### src/rtl/adder_pkg.sv
// rtl/adder_pkg.sv - shared state type and default width for the serial adder
package adder_pkg;

    localparam int ADDER_WIDTH = 16;

    typedef enum logic [1:0] {
        IDLE = 2'd0,
        RUN  = 2'd1,
        DONE = 2'd2
    } state_t;

endpackage

### src/rtl/serial_adder_fa.sv
// rtl/serial_adder_fa.sv - single-bit combinational full adder
module FA (
    input  logic A,
    input  logic B,
    input  logic Cin,
    output logic sum,
    output logic Cout
);

    assign sum  = A ^ B ^ Cin;
    assign Cout = (A & B) | (Cin & (A ^ B));

endmodule

### src/rtl/serial_adder.sv
// rtl/serial_adder.sv - bit-serial LSB-first adder with valid/ready handshakes
module serial_adder
    import adder_pkg::*;
#(
    parameter int WIDTH = ADDER_WIDTH
) (
    input  logic             clk,
    input  logic             rst,
    input  logic             in_valid,
    output logic             in_ready,
    input  logic [WIDTH-1:0] a,
    input  logic [WIDTH-1:0] b,
    input  logic             cin,
    output logic             out_valid,
    input  logic             out_ready,
    output logic [WIDTH-1:0] sum,
    output logic             cout
);

    localparam int             CW   = (WIDTH > 1) ? $clog2(WIDTH) : 1;
    localparam logic [CW-1:0]  LAST = CW'(WIDTH - 1);

    state_t           state_q, state_d;
    logic [WIDTH-1:0] a_sr_q, a_sr_d;
    logic [WIDTH-1:0] b_sr_q, b_sr_d;
    logic [WIDTH-1:0] sum_sr_q, sum_sr_d;
    logic             carry_q, carry_d;
    logic [CW-1:0]    cnt_q, cnt_d;
    logic             fa_sum;
    logic             fa_cout;

    FA u_fa (
        .A   (a_sr_q[0]),
        .B   (b_sr_q[0]),
        .Cin (carry_q),
        .sum (fa_sum),
        .Cout(fa_cout)
    );

    // Result and final carry come straight from the datapath registers
    assign sum  = sum_sr_q;
    assign cout = carry_q;

    // Next-state, datapath shifting and handshake outputs
    always_comb begin
        state_d   = state_q;
        a_sr_d    = a_sr_q;
        b_sr_d    = b_sr_q;
        sum_sr_d  = sum_sr_q;
        carry_d   = carry_q;
        cnt_d     = cnt_q;
        in_ready  = 1'b0;
        out_valid = 1'b0;
        case (state_q)
            IDLE: begin
                in_ready = 1'b1;
                if (in_valid) begin
                    a_sr_d  = a;
                    b_sr_d  = b;
                    carry_d = cin;
                    cnt_d   = '0;
                    state_d = RUN;
                end
            end
            RUN: begin
                // Each new sum bit enters at the MSB so the LSB-first stream
                // ends up in natural order after WIDTH shifts.
                sum_sr_d = (sum_sr_q >> 1) | (WIDTH'(fa_sum) << (WIDTH - 1));
                carry_d  = fa_cout;
                a_sr_d   = a_sr_q >> 1;
                b_sr_d   = b_sr_q >> 1;
                cnt_d    = cnt_q + CW'(1);
                if (cnt_q == LAST) begin
                    state_d = DONE;
                end
            end
            DONE: begin
                // in_valid is ignored here; a new operand set is taken only
                // once the state is back in IDLE.
                out_valid = 1'b1;
                if (out_ready) begin
                    state_d = IDLE;
                end
            end
            default: begin
                state_d = IDLE;
            end
        endcase
    end

    // State and datapath registers, cleared asynchronously by rst
    always_ff @(posedge clk or posedge rst) begin
        if (rst) begin
            state_q  <= IDLE;
            a_sr_q   <= '0;
            b_sr_q   <= '0;
            sum_sr_q <= '0;
            carry_q  <= 1'b0;
            cnt_q    <= '0;
        end else begin
            state_q  <= state_d;
            a_sr_q   <= a_sr_d;
            b_sr_q   <= b_sr_d;
            sum_sr_q <= sum_sr_d;
            carry_q  <= carry_d;
            cnt_q    <= cnt_d;
        end
    end

endmodule

### config.mk
export PLATFORM = sky130hd
export DESIGN_NAME = serial_adder
export DESIGN_NICKNAME = d
export VERILOG_FILES = /design/src/rtl/adder_pkg.sv /design/src/rtl/serial_adder_fa.sv /design/src/rtl/serial_adder.sv
export SDC_FILE = /design/constraint.sdc
export NUM_CORES = 1
export LEC_CHECK = 0
export ABC_AREA = 1
export BUFFER_PORTS_ARGS = -buffer_cell sky130_fd_sc_hd__buf_2
export CAP_MARGIN = 20
export CORE_MARGIN = 2
export CORE_UTILIZATION = 59
export DETAILED_ROUTE_END_ITERATION = 16
export PLACE_DENSITY_LB_ADDON = 0.05
export SLEW_MARGIN = 20
export SYNTH_ARGS = -nofsm -noshare
export SYNTH_HDL_FRONTEND = slang
export SYNTH_SLANG_ARGS = --single-unit
### constraint.sdc
create_clock -name clk -period 2.4 [get_ports clk]
set_input_delay 0.12 -clock clk [delete_from_list [all_inputs] [get_ports clk]]
set_output_delay 0.12 -clock clk [all_outputs]
set_load 0.02 [all_outputs]
# After elaboration in Yosys (flattened, before gate mapping)
# Cells that the tools add are included.
[totals]
output_inout_bits = 19
input_bits = 37
regBits = 55
elab_cells = 37
[classes]
n_mux = 14
n_reduce_logical = 4
n_eq_ne = 6
bitwise = 6
n_addsub = 1
[op_table]
columns = ["cell", "n"]
rows = [
  ["one-hot mux 16 bit (2 select lines)", 2],
  ["2-to-1 mux 16 bit", 2],
  ["bitwise OR 15 x 16 -> 16 bit", 1],
  ["one-hot mux 4 bit (2 select lines)", 1],
  ["2-to-1 mux 2 bit", 3],
  ["inequality test 2 bit, second input constant", 3],
  ["one-hot mux 2 bit (3 select lines)", 1],
  ["adder 4 x 1 -> 4 bit, second input constant", 1],
  ["equality test 4 bit, second input constant", 1],
  ["2-to-1 mux 4 bit", 1],
  ["2-to-1 mux 1 bit", 3],
  ["AND reduction 3 bit", 1],
  ["AND 1 bit", 2],
  ["equality test 2 x 1 -> 1 bit, second input constant", 1],
  ["equality test 2 bit, second input constant", 1],
  ["logical NOT 2 bit", 1],
  ["one-hot mux 1 bit (2 select lines)", 1],
  ["AND reduction 2 bit", 1],
  ["nonzero test 2 bit", 1],
  ["XOR 1 bit", 2],
  ["bitwise OR 1 bit", 1],
]

# Longest topological paths before layout
# Gate-level depths: netlist of the first run.
[depth]
word_depth = 4
depth_mapped = 7
depth_no_buf = 5

# Cells and area by module
# From an unflattened synthesis of the first run, not the netlist that was laid out.
[hier_totals]
cells_unflattened = 377
hier_area_um2 = 2715.1
[by_module_without_submodules]
columns = ["mod", "seq_area_each_um2", "n_inst", "area_per_inst_um2", "cells_per_inst"]
rows = [
  ["serial_adder", 1376.3, 1, 2695.1, 376],
  ["FA", 0.0, 1, 20.0, 1],
]

# Least setup slack after synthesis of the first run
# No wires, ideal clock.
[synth_timing]
kind = "reg2reg"
from = "register carry_q, in the netlist cout"
to = "register carry_q, in the netlist cout"
slack_ns = 1.202
path_buffers = 0
arrival_ns = 1.080
required_time_ns = 2.283
stages_incl_launch_ff = 6
period_less_slack_ns = 1.198
setup_ns = 0.117
path_cell_list = "dfrtp_1 > fa_1 > inv_1 > nand2_1 > nand3_1 > nand2_1"
[synth_via]
elab_chain_cells = 3
[synth_lines]
columns = ["item", "line", "rtl"]
rows = [
  ["from (decl)", "serial_adder.sv:27", "logic carry_q, carry_d;"],
  ["from (signal assigned)", "serial_adder.sv:105", "carry_q <= carry_d;"],
  ["AND 1 bit", "serial_adder_fa.sv:11", "assign Cout = (A & B) | (Cin & (A ^ B));"],
  ["bitwise OR 1 bit", "serial_adder_fa.sv:11", ""],
  ["one-hot mux 1 bit (2 select lines)", "serial_adder.sv:54", "case (state_q)"],
]
# Every way passes these cells.
# A chain may end at the register's enable or synchronous reset.

# Worst setup path in the final report of the first run
[layout_timing]
from = "register state_q[0]"
to = "register a_sr_q[7]"
[layout_via]
elab_chain_cells = 3
word_cells_on_any_way = 6
cone_classes = "eq/ne: 2; mux: 1; reduce/logical: 3"
[layout_lines]
columns = ["item", "line", "rtl"]
rows = [
  ["from (decl)", "serial_adder.sv:23", "state_t state_q, state_d;"],
  ["from (signal assigned)", "serial_adder.sv:101", "state_q <= state_d;"],
  ["equality test 2 x 1 -> 1 bit or logical NOT 2 bit (tied branches)", "serial_adder.sv:54", ""],
  ["nonzero test 2 bit (no source line) or inequality test 2 bit (tied branches)", "n/a", ""],
  ["AND reduction 2 bit (no source line)", "n/a", ""],
  ["to (signal assigned)", "serial_adder.sv:102", "a_sr_q <= a_sr_d;"],
  ["to (decl)", "serial_adder.sv:24", "logic [WIDTH-1:0] a_sr_q, a_sr_d;"],
]
# Several ways; a longest one is shown, not always the timed one.

==> metrics.yaml, run 1 <==
cap_violations: 0
endpoint: "a_sr_q[7]$_DFFE_PP0P_"
ios: 56
grt_pass1_wl_mm: 9.25
fp-row-count: 25
rsz0062_at_grt: "false"
final_common_cell: "nand2_1"
clkTransAtPathRegs_ns: 0.10
pre_cts_ws_ns: 0.796
viasPerCell: 4.67
r2r_cells: 6
worstPathRequired_ns: 2.60
fin_ws_ns: 0.788
grt_util_all_layers: 0.217
grt_pass1_vias: 2186
cts_max_level: 2
antenna_found_initial: 0
power_density_mw_per_mm2: 1310
wirelength_mm: 5.50
vias: 2310
clock_skew_ns: 0.00510
final_nets: 468
cts_resized: 0
crit_arrival_ns: 1.81
placed_area_sq_mm: 0.00314
post-route-period-util: 0.671
crit_start: "state_q[0]$_DFFE_PP0P_"
dp.final_hpwl_mm: 3.80
synth_top_area_cell: "dfrtp_1"
cts_setup_buffers: 0
netlist_instances: 377
regArea_sq_mm: 0.00138
yosys-top-cells-area: "dfrtp_1 48%, nand2_1 24%, inv_1 8.4%, nand3_2 6.6%, buf_6 3.5%"
die_w_um: 74.0
rrSetupSlack_ns: 0.79
cp_common_cell: "nand2_1"
cp_cell_sequence: "inv_2 -> nor2_4 -> buf_4 -> nand2_1 -> nand3_2 -> nand2_1"
fmax_ghz: 0.621
yosys_register_bits: 55
slowest_delay_ns: 0.51
ys_types: 19
period_minus_slack_ns: 1.61
core_area_sq_mm: 0.00472
synth.avg_cell_area_sq_um: 7.66
start_util: 0.612
gp_congestion: 0.723
crit_path_max_fanout: 20
yosysWarnings: 0
synth_top_area_share: 0.476
final_cell_mix: "182 x nand2_1, 64 x inv_1, 55 x dfrtp_1, 55 x buf_2, 20 x nand3_1"
tns_ns: 0
area_growth_pct: 11.6
seq_area_frac_synth: 0.476
die_y_um: 74.0
clock_path_buffers: 2
n_antenna_cell: 0
rr_endpoint: "a_sr_q[7]$_DFFE_PP0P_"
dieArea_sq_mm: 0.00547
critical-path-slowest-cell: "dfrtp_1"
slew_violations: 0
drtPass1Iterations: 4
relSlewSlack: 0.675
layout-drive-gt1-share: 0.222
numCtsBuffers: 5
finalInstanceArea_sq_mm: 0.00323
grt.overflow.total: 0
io_buffers: 55
start_kind: "flop"
finalHoldViolCount: 0
avgRoutedWirePerCell_um: 11.1
ir_drop_v: 0.000673
hold_path.class: "input port to flop"
ant_nets: 0
crit_type: "flop to flop"
clk_latency_ns: 0.30
synth_area_sq_mm: 0.00289
tightest_slew_ns: 0.488
holdBufCountCts: 1
clock_sinks: 55
cts_tree: "done"
r2r_start: "state_q[0]$_DFFE_PP0P_"
p_leak_uw: 0.00200
finalSetupViolCount: 0
n_fill_cell: 409
worst_setup_path_end_kind: "flop"
grt_max_degree: 35
clock-root-buffer: "clkbuf_8"
multi_input_area_sq_mm: 0.00111
drc: 0
drt_iter0_drc: 130
syn-num-nets: 416
status: "finished clean"
==> worst max-delay path: cells and delay by family (launching register included) <==
kind | cells | cell delay (ns)
buf+inv | 2 | 0.40
simple gates | 4 | 0.58
flops | 1 | 0.51
==> how the worst min path moves through the flow <==
stage	slack, ns	start	to	cells after the start
after floorplan	0.27	in_valid	a_sr_q[15]$_DFFE_PP0P_	2
after global placement	0.19	rst	b_sr_q[4]$_DFFE_PP0P_	3
after detailed placement	0.20	rst	b_sr_q[4]$_DFFE_PP0P_	3
after CTS	0.07	b[15]	b_sr_q[15]$_DFFE_PP0P_	3
after global routing	0.1	b[15]	b_sr_q[15]$_DFFE_PP0P_	3
final	0.07	out_ready	state_q[1]$_DFFE_PP0P_	4
==> report_power, final <==
part	leakage [uW]	internal [uW]	switching (uW)
Sequential	0.000681	1370	294
Combinational	0.00128	705	1370
Clock	0.0000361	195	294
==> metal layers <==
metal,global-route usage,part of all wire
met2,0.407,0.50
met1,0.257,0.46
met5,0,0
met4,0.0667,0.013
met3,0.0298,0.027
==> cell type report <==
class	instances	share of cell area
inverters	67	0.0780
clock buffers	5	0.0213
well taps	67	0.0260
multi-input cells	238	0.343
flip-flops and latches	55	0.427
repair buffers	62	0.102
clock inverters	1	0.00233
==> stage by stage <==
| step | utilization | power (uW) | hold WS (ns) | instances |
|---|---|---|---|---|
| 6_report | 0.683 | 4230 | 0.0727 | 495 |
| 5_1_grt | 0.683 | 4630 | 0.0984 | 495 |
| 4_1_cts | 0.683 | 4280 | 0.0692 | 495 |
| 3_5_place_dp | 0.665 | 3790 | 0.197 | 488 |
| 3_3_place_gp | 0.665 | 3710 | 0.193 | 488 |
| 2_1_floorplan | - | 3420 | 0.267 | 377 |
==> synth_stat cells <==
library cell and instances:
a21oi_2 1, buf_2 3, buf_4 5, buf_6 9, dfrtp_1 55, fa_1 1, ha_1 1, inv_1 65
inv_2 2, nand2_1 182, nand2_2 1, nand2_4 2, nand3_1 20, nand3_2 19, nor2_1 4, nor2_4 1
o21ai_0 4, o21ai_2 1, xnor2_1 1
==> state kept, by name (all words and copies together), names as in the netlist <==
| name | count |
|---|---|
| b_sr_q | 16 |
| cnt_q | 4 |
| a_sr_q | 16 |
| sum | 16 |
| cout | 1 |
| state_q | 2 |
==> cell families (layout without fill, tap and decap cells) <==
logic type / count (synthesis) / in the layout / synth area share
compound gates: 6 / 6 / 0.0130
xor+xnor: 1 / 1 / 0.00303
fa+ha+maj: 2 / 2 / 0.0113
buf+inv: 84 / 135 / 0.140
flops: 55 / 55 / 0.476
simple gates: 229 / 229 / 0.356
Note: power is estimated with default switching activity, not from simulation.
==> inputs of run 2 (changes only) <==
--- a/config.mk
+++ b/config.mk
@@ -9,7 +9,7 @@
 export BUFFER_PORTS_ARGS = -buffer_cell sky130_fd_sc_hd__buf_2
 export CAP_MARGIN = 20
 export CORE_MARGIN = 2
-export CORE_UTILIZATION = 59
+export CORE_UTILIZATION = 55
 export DETAILED_ROUTE_END_ITERATION = 16
 export PLACE_DENSITY_LB_ADDON = 0.05
 export SLEW_MARGIN = 20
==> constraint.sdc (replaced) <==
create_clock -name clk -period 1.5 [get_ports clk]
set_input_delay 0.075 -clock clk [delete_from_list [all_inputs] [get_ports clk]]
set_output_delay 0.075 -clock clk [all_outputs]
set_load 0.02 [all_outputs]
==> run 2 against run 1 <==
Effect of this change:
- core utilization down 2.4 points
- largest power group unchanged
- global-route usage down 0.43 points
- wire length up 2.8%
- largest cell class unchanged
- flip-flop and latch count unchanged
- critical path type is now flop to output pin
==> metrics.yaml, run 2 (same netlist as run 1, synthesis figures left out) <==
status: "finished clean"
clock_path_buffers: 2  # unchanged
dieArea_sq_mm: 0.00585  # +6.9%
clock-root-buffer: "clkbuf_8"
grt_util_all_layers: 0.213  # -0.00429
cts_max_level: 2  # unchanged
finalHoldViolCount: 0  # unchanged
slew_violations: 0  # unchanged
worstPathRequired_ns: 1.42  # -1.18 ns
clk_latency_ns: 0.31  # about the same
critical-path-slowest-cell: "dfrtp_1"
final_common_cell: "nand2_1"
layout-drive-gt1-share: 0.234  # +0.0125
ir_drop_v: 0.000948  # +41%
crit_type: "flop to output pin"
slowest_delay_ns: 0.48  # -0.03 ns
grt_pass1_vias: 2293  # +4.9%
crit_cells: 2  # -4
path_delay_family: "flip-flops"
p_sw_frac: 0.447  # -0.0154
vias: 2313  # +0.13%
worst_setup_path_end_kind: "output pin"
antenna_found_initial: 0  # unchanged
area_growth_pct: 15.8
clkTransAtPathRegs_ns: 0.10  # about the same
dp.final_hpwl_mm: 3.84  # +1.1%
wirelength_mm: 5.65  # +2.8%
die_w_um: 76.5  # +3.4%
power.share.clock: 0.127  # +0.011
crit_buf_inv: 1  # -1
grt_max_degree: 32  # -8.6%
cts_setup_buffers: 0  # unchanged
hold_depth: 3  # -1
hold_path.class: "input port to flop"
grt_pass1_wl_mm: 10.1  # +8.9%
drtPass1Iterations: 4  # unchanged
rsz0062_at_grt: "false"
final_cell_mix: "182 x nand2_1, 64 x inv_1, 55 x dfrtp_1, 55 x buf_2, 20 x nand3_1"
power.switching_uw: 3190  # +63%
p_int_uw: 3950  # +74%
io_buffers: 55  # unchanged
clock_sinks: 55  # unchanged
final_util: 0.659  # -0.0239
relSlewSlack: 0.651  # -0.0238
r2r_cells: 6  # unchanged
p_seq_frac: 0.373  # -0.021
period_minus_slack_ns: 1.30
start_util: 0.569  # -0.0424
die_y_um: 76.5  # +3.4%
cts_tree: "done"
tightest_slew_ns: 0.522  # +0.0349 ns
drc: 0  # unchanged
gp_congestion: 0.845  # +17%
numCtsBuffers: 5  # unchanged
tns_ns: 0  # unchanged
fp-row-count: 26  # +4.0%
drt_iter0_drc: 149  # +15%
ant_nets: 0  # unchanged
clock_skew_ns: 0.00854  # +0.00344 ns
cp_cell_sequence: "nor2_1 -> buf_2"
core_area_sq_mm: 0.00507  # +7.4%
fmax_ghz: 0.769
p_comb_frac: 0.500  # +0.010
finalSetupViolCount: 0  # unchanged
power_density_mw_per_mm2: 2140  # +63%
n_antenna_cell: 0  # unchanged
final_nets: 473  # +1.1%
ios: 56  # unchanged
grt.overflow.total: 0  # unchanged
p_leak_uw: 0.00206  # +2.9%
start_kind: "flop"
cap_violations: 0  # unchanged
avgRoutedWirePerCell_um: 11.2  # +0.77%
post-route-period-util: 0.867
viasPerCell: 4.58  # -1.9%
crit_path_max_fanout: 6  # -70%
crit_arrival_ns: 1.23  # -0.58 ns
run 2: cell count changes in the layout (fill, tap and decap cells not counted), sizes merged:
cell    change
clkbuf      +2
buf         +5
run 2: layout make-up:
type	instances	area [sq um]
Clock inverter	1	7.51
Tap cell	70	87.6
Clock buffer	7	96.3
Inverter	67	251
Timing Repair Buffer	67	418
Multi-Input combinational cell	238	1110
Fill cell	470	1730
Sequential cell	55	1380
run 2: path summary, 6_finish.rpt:
check	endpoint	slack (ns)	from
setup / recovery	in_ready	0.20	state_q[0]$_DFFE_PP0P_
hold / removal	b_sr_q[15]$_DFFE_PP0P_	0.0005	b[15]
setup reg to reg	a_sr_q[8]$_DFFE_PP0P_	0.22	state_q[0]$_DFFE_PP0P_
hold reg to reg	b_sr_q[8]$_DFFE_PP0P_	0.49	b_sr_q[8]$_DFFE_PP0P_
max in group asynchronous	b_sr_q[9]$_DFFE_PP0P_	0.53	rst
min in group asynchronous	cout$_DFFE_PP0P_	0.34	rst
run 2: worst min-delay path, stage by stage:
cell     delay [ns]
buf_2          0.07
nand3_1        0.06
o21ai_0        0.07
run 2: timing repair:
action / in CTS / in global routing
gates resized for setup: 0 / 0
endpoints found under the hold margin: 20 / 0
hold buffers: 1 / 0
setup endpoints to repair: 0 / 0
run 2: through the flow:
stage | hold WS [ns] | setup slack [ns] | area [sq um] | power (uW) | instances
global route | 0.0462 | 0.0814 | 3340 | 7840 | 505
finish | 0.000488 | 0.199 | 3340 | 7150 | 505
floorplan | 0.222 | 0.0821 | 2890 | 5480 | 377
CTS | 0.00325 | 0.187 | 3340 | 7230 | 505
global placement | 0.145 | 0.285 | 3230 | 6200 | 496
detailed placement | 0.147 | 0.233 | 3230 | 6290 | 496
run 2: routing by layer:
metal	track usage	routed length [um]	up-vias	share of wire
li1	-	-	1215	-
met1	0.285	2780	1054	0.49
met2	0.354	2650	38	0.47
met3	0.0296	162	6	0.029
met4	0.0782	62	0	0.011
met5	0	0	-	0
run 2: power groups by stage:
stage / Clock [uW] / Sequential (uW) / Combinational (uW)
after CTS: 930 / 2670 / 3630
after detailed placement: 0 / 2690 / 3600
after floorplan: 0 / 2800 / 2680
after global routing: 982 / 2760 / 4100
after global placement: 0 / 2670 / 3530
final: 908 / 2660 / 3570
==> inputs of run 3 (changes only) <==
==> constraint.sdc (replaced) <==
create_clock -name clk -period 1.22 [get_ports clk]
set_input_delay 0.061 -clock clk [delete_from_list [all_inputs] [get_ports clk]]
set_output_delay 0.061 -clock clk [all_outputs]
set_load 0.02 [all_outputs]
==> run 3 against run 2 <==
Effect of this change:
- count of clock-buffer cells in the layout unchanged
- sequential share of layout area is 0.86 points lower
- first-iteration DRC count fell by 29%
- global-route usage decreased by 0.80 points
- setup slack got worse by 0.19 ns
- sequential power is 24% higher
- via count increased by 0.35%
- core utilization increased by 1.5 points
- wire length decreased by 1.7%
- flip-flop and latch count did not move
==> metrics.yaml, run 3 (same netlist as run 1, synthesis figures left out) <==
grt_pass1_vias: 2207  # -3.8%
cp_cell_sequence: "nor2_2 -> buf_2"
ant_nets: 0  # unchanged
avgRoutedWirePerCell_um: 10.9  # -2.3%
finalInstanceArea_sq_mm: 0.00342  # +2.3%
tightest_slew_ns: 0.294  # -0.228 ns
cts_tree: "done"
relSlewSlack: 0.804  # +0.153
drt_iter0_drc: 106  # -29%
cap_violations: 0  # unchanged
gp_congestion: 0.776  # -8.2%
grt_util_all_layers: 0.205  # -0.00797
crit_arrival_ns: 1.15  # -0.08 ns
dp.final_hpwl_mm: 3.74  # -2.5%
ios: 56  # unchanged
layout-drive-gt1-share: 0.247  # +0.0121
clock_skew_ns: 0.00559  # -0.00295 ns
antenna_found_initial: 0  # unchanged
die_w_um: 76.5  # unchanged
rrSetupSlack_ns: 0.06  # -0.16 ns
numCtsBuffers: 5  # unchanged
start_kind: "flop"
slew_violations: 0  # unchanged
grt_pass1_wl_mm: 9.69  # -3.7%
cts_max_level: 2  # unchanged
p_comb_frac: 0.526  # +0.026
finalHoldViolCount: 0  # unchanged
final_nets: 476  # +0.63%
power_density_mw_per_mm2: 2640  # +23%
clock-root-buffer: "clkbuf_8"
clkTransAtPathRegs_ns: 0.09  # about the same
fp-row-count: 26  # unchanged
ir_drop_v: 0.00126  # +33%
finalSetupViolCount: 0  # unchanged
crit_type: "flop to output pin"
p_seq_frac: 0.365  # -0.008
viasPerCell: 4.57  # -0.25%
crit_path_max_fanout: 6  # unchanged
vias: 2321  # +0.35%
n_antenna_cell: 0  # unchanged
wirelength_mm: 5.56  # -1.7%
core_area_sq_mm: 0.00507  # unchanged
start_util: 0.569  # unchanged
p_int_uw: 5060  # +28%
status: "finished clean"
final_common_cell: "nand2_1"
final_cell_mix: "181 x nand2_1, 64 x inv_1, 54 x buf_2"
hold_path.class: "input port to flop"
grt_max_degree: 56  # +75%
crit_start: "state_q[0]$_DFFE_PP0P_"
post-route-period-util: 0.992
rsz0062_at_grt: "true"
worst_setup_path_end_kind: "output pin"
worstPathRequired_ns: 1.16  # -0.26 ns
io_buffers: 55  # unchanged
endpoint: "in_ready"
dieArea_sq_mm: 0.00585  # unchanged
power.share.clock: 0.108  # -0.019
slowest_delay_ns: 0.47  # about the same
p_leak_uw: 0.00208  # +1.1%
pre_cts_ws_ns: 0.0337  # -0.199 ns
p_sw_frac: 0.439  # -0.00781
period_minus_slack_ns: 1.21
placed_area_sq_mm: 0.00328  # +1.5%
clock_sinks: 55  # unchanged
drtPass1Iterations: 4  # unchanged
r2r_start: "state_q[0]$_DFFE_PP0P_"
area_growth_pct: 18.4
drc: 0  # unchanged
grt.overflow.total: 0  # unchanged
clock_path_buffers: 2  # unchanged
rr_endpoint: "state_q[1]$_DFFE_PP0P_"
die_y_um: 76.5  # unchanged
critical-path-slowest-cell: "dfrtp_2"
fmax_ghz: 0.826
fin_ws_ns: 0.00919  # -0.190 ns
hold_depth: 3  # unchanged
tns_ns: 0  # unchanged
clk_latency_ns: 0.31  # about the same
r2r_cells: 6  # unchanged
power.switching_uw: 3960  # +24%
-- run 3: cell count changes in the layout (fill, tap and decap cells not counted), moves of 2 or more --
cell	previous run	this run
clkbuf_8	7	5
buf_12	4	7
clkbuf_1	0	2
inv_2	3	1
dfrtp_2	0	2
dfrtp_1	55	53
-- run 3: how the worst min path moves through the flow --
| stage | slack (ns) | to | from |
|---|---|---|---|
| 6_report | 0.01 | b_sr_q[15]$_DFFE_PP0P_ | b[15] |
| 5_1_grt | 0.009 | state_q[1]$_DFFE_PP0P_ | out_ready |
| 4_1_cts | 0.003 | state_q[1]$_DFFE_PP0P_ | out_ready |
| 3_5_place_dp | 0.17 | sum[9]$_DFFE_PP0N_ | rst |
| 3_3_place_gp | 0.16 | sum[9]$_DFFE_PP0N_ | rst |
| 2_1_floorplan | 0.14 | a_sr_q[0]$_DFFE_PP0P_ | rst |
-- run 3: stage by stage --
step	instances	total power [uW]	utilization	hold WS, ns
after detailed placement	497	7930	0.646	0.167
final	508	9030	0.674	0.0104
after floorplan	377	6730	-	0.135
after global routing	508	9870	0.674	0.00950
after global placement	497	7820	0.646	0.163
after CTS	506	8960	0.666	0.00324
-- run 3: routing by layer --
layer	wire, um	global-route usage	vias to the layer above
met2	2750	0.346	38
met1	2590	0.268	1056
met4	53	0.0600	0
met5	0	0	-
met3	152	0.0415	6
li1	-	-	1221
-- run 3: final cells by class --
cell class / instances / area, sq um
well taps: 70 / 87.6
flip-flops and latches: 55 / 1380
repair buffers: 70 / 502
multi-input cells: 238 / 1110
fillers: 449 / 1650
clock buffers: 7 / 76.3
inverters: 67 / 258
clock inverters: 1 / 5.00
-- run 3: critical path: cells and delay by family (launching register included) --
kind / cells / cell delay (ns)
AND/OR/NAND/NOR: 1 / 0.18
buffers and inverters: 1 / 0.19
flip-flops: 1 / 0.47
-- run 3: power groups by stage --
| stage | Clock (uW) | Sequential, uW | Combinational, uW |
|---|---|---|---|
| 2_1_floorplan | 0 | 3440 | 3290 |
| 3_3_place_gp | 0 | 3280 | 4540 |
| 3_5_place_dp | 0 | 3300 | 4630 |
| 4_1_cts | 1010 | 3290 | 4660 |
| 5_1_grt | 1070 | 3420 | 5370 |
| 6_report | 976 | 3300 | 4750 |
-- run 3: what timing repair did --
item | 4_1_cts | 5_1_grt
pin swaps | 0 | 0
hold buffers | 1 | 0
endpoints found under the hold margin | 55 | 0
gates resized for setup | 4 | 4
setup endpoints to repair | 2 | 24
gates cloned | 0 | 1
buffers inserted | 0 | 1
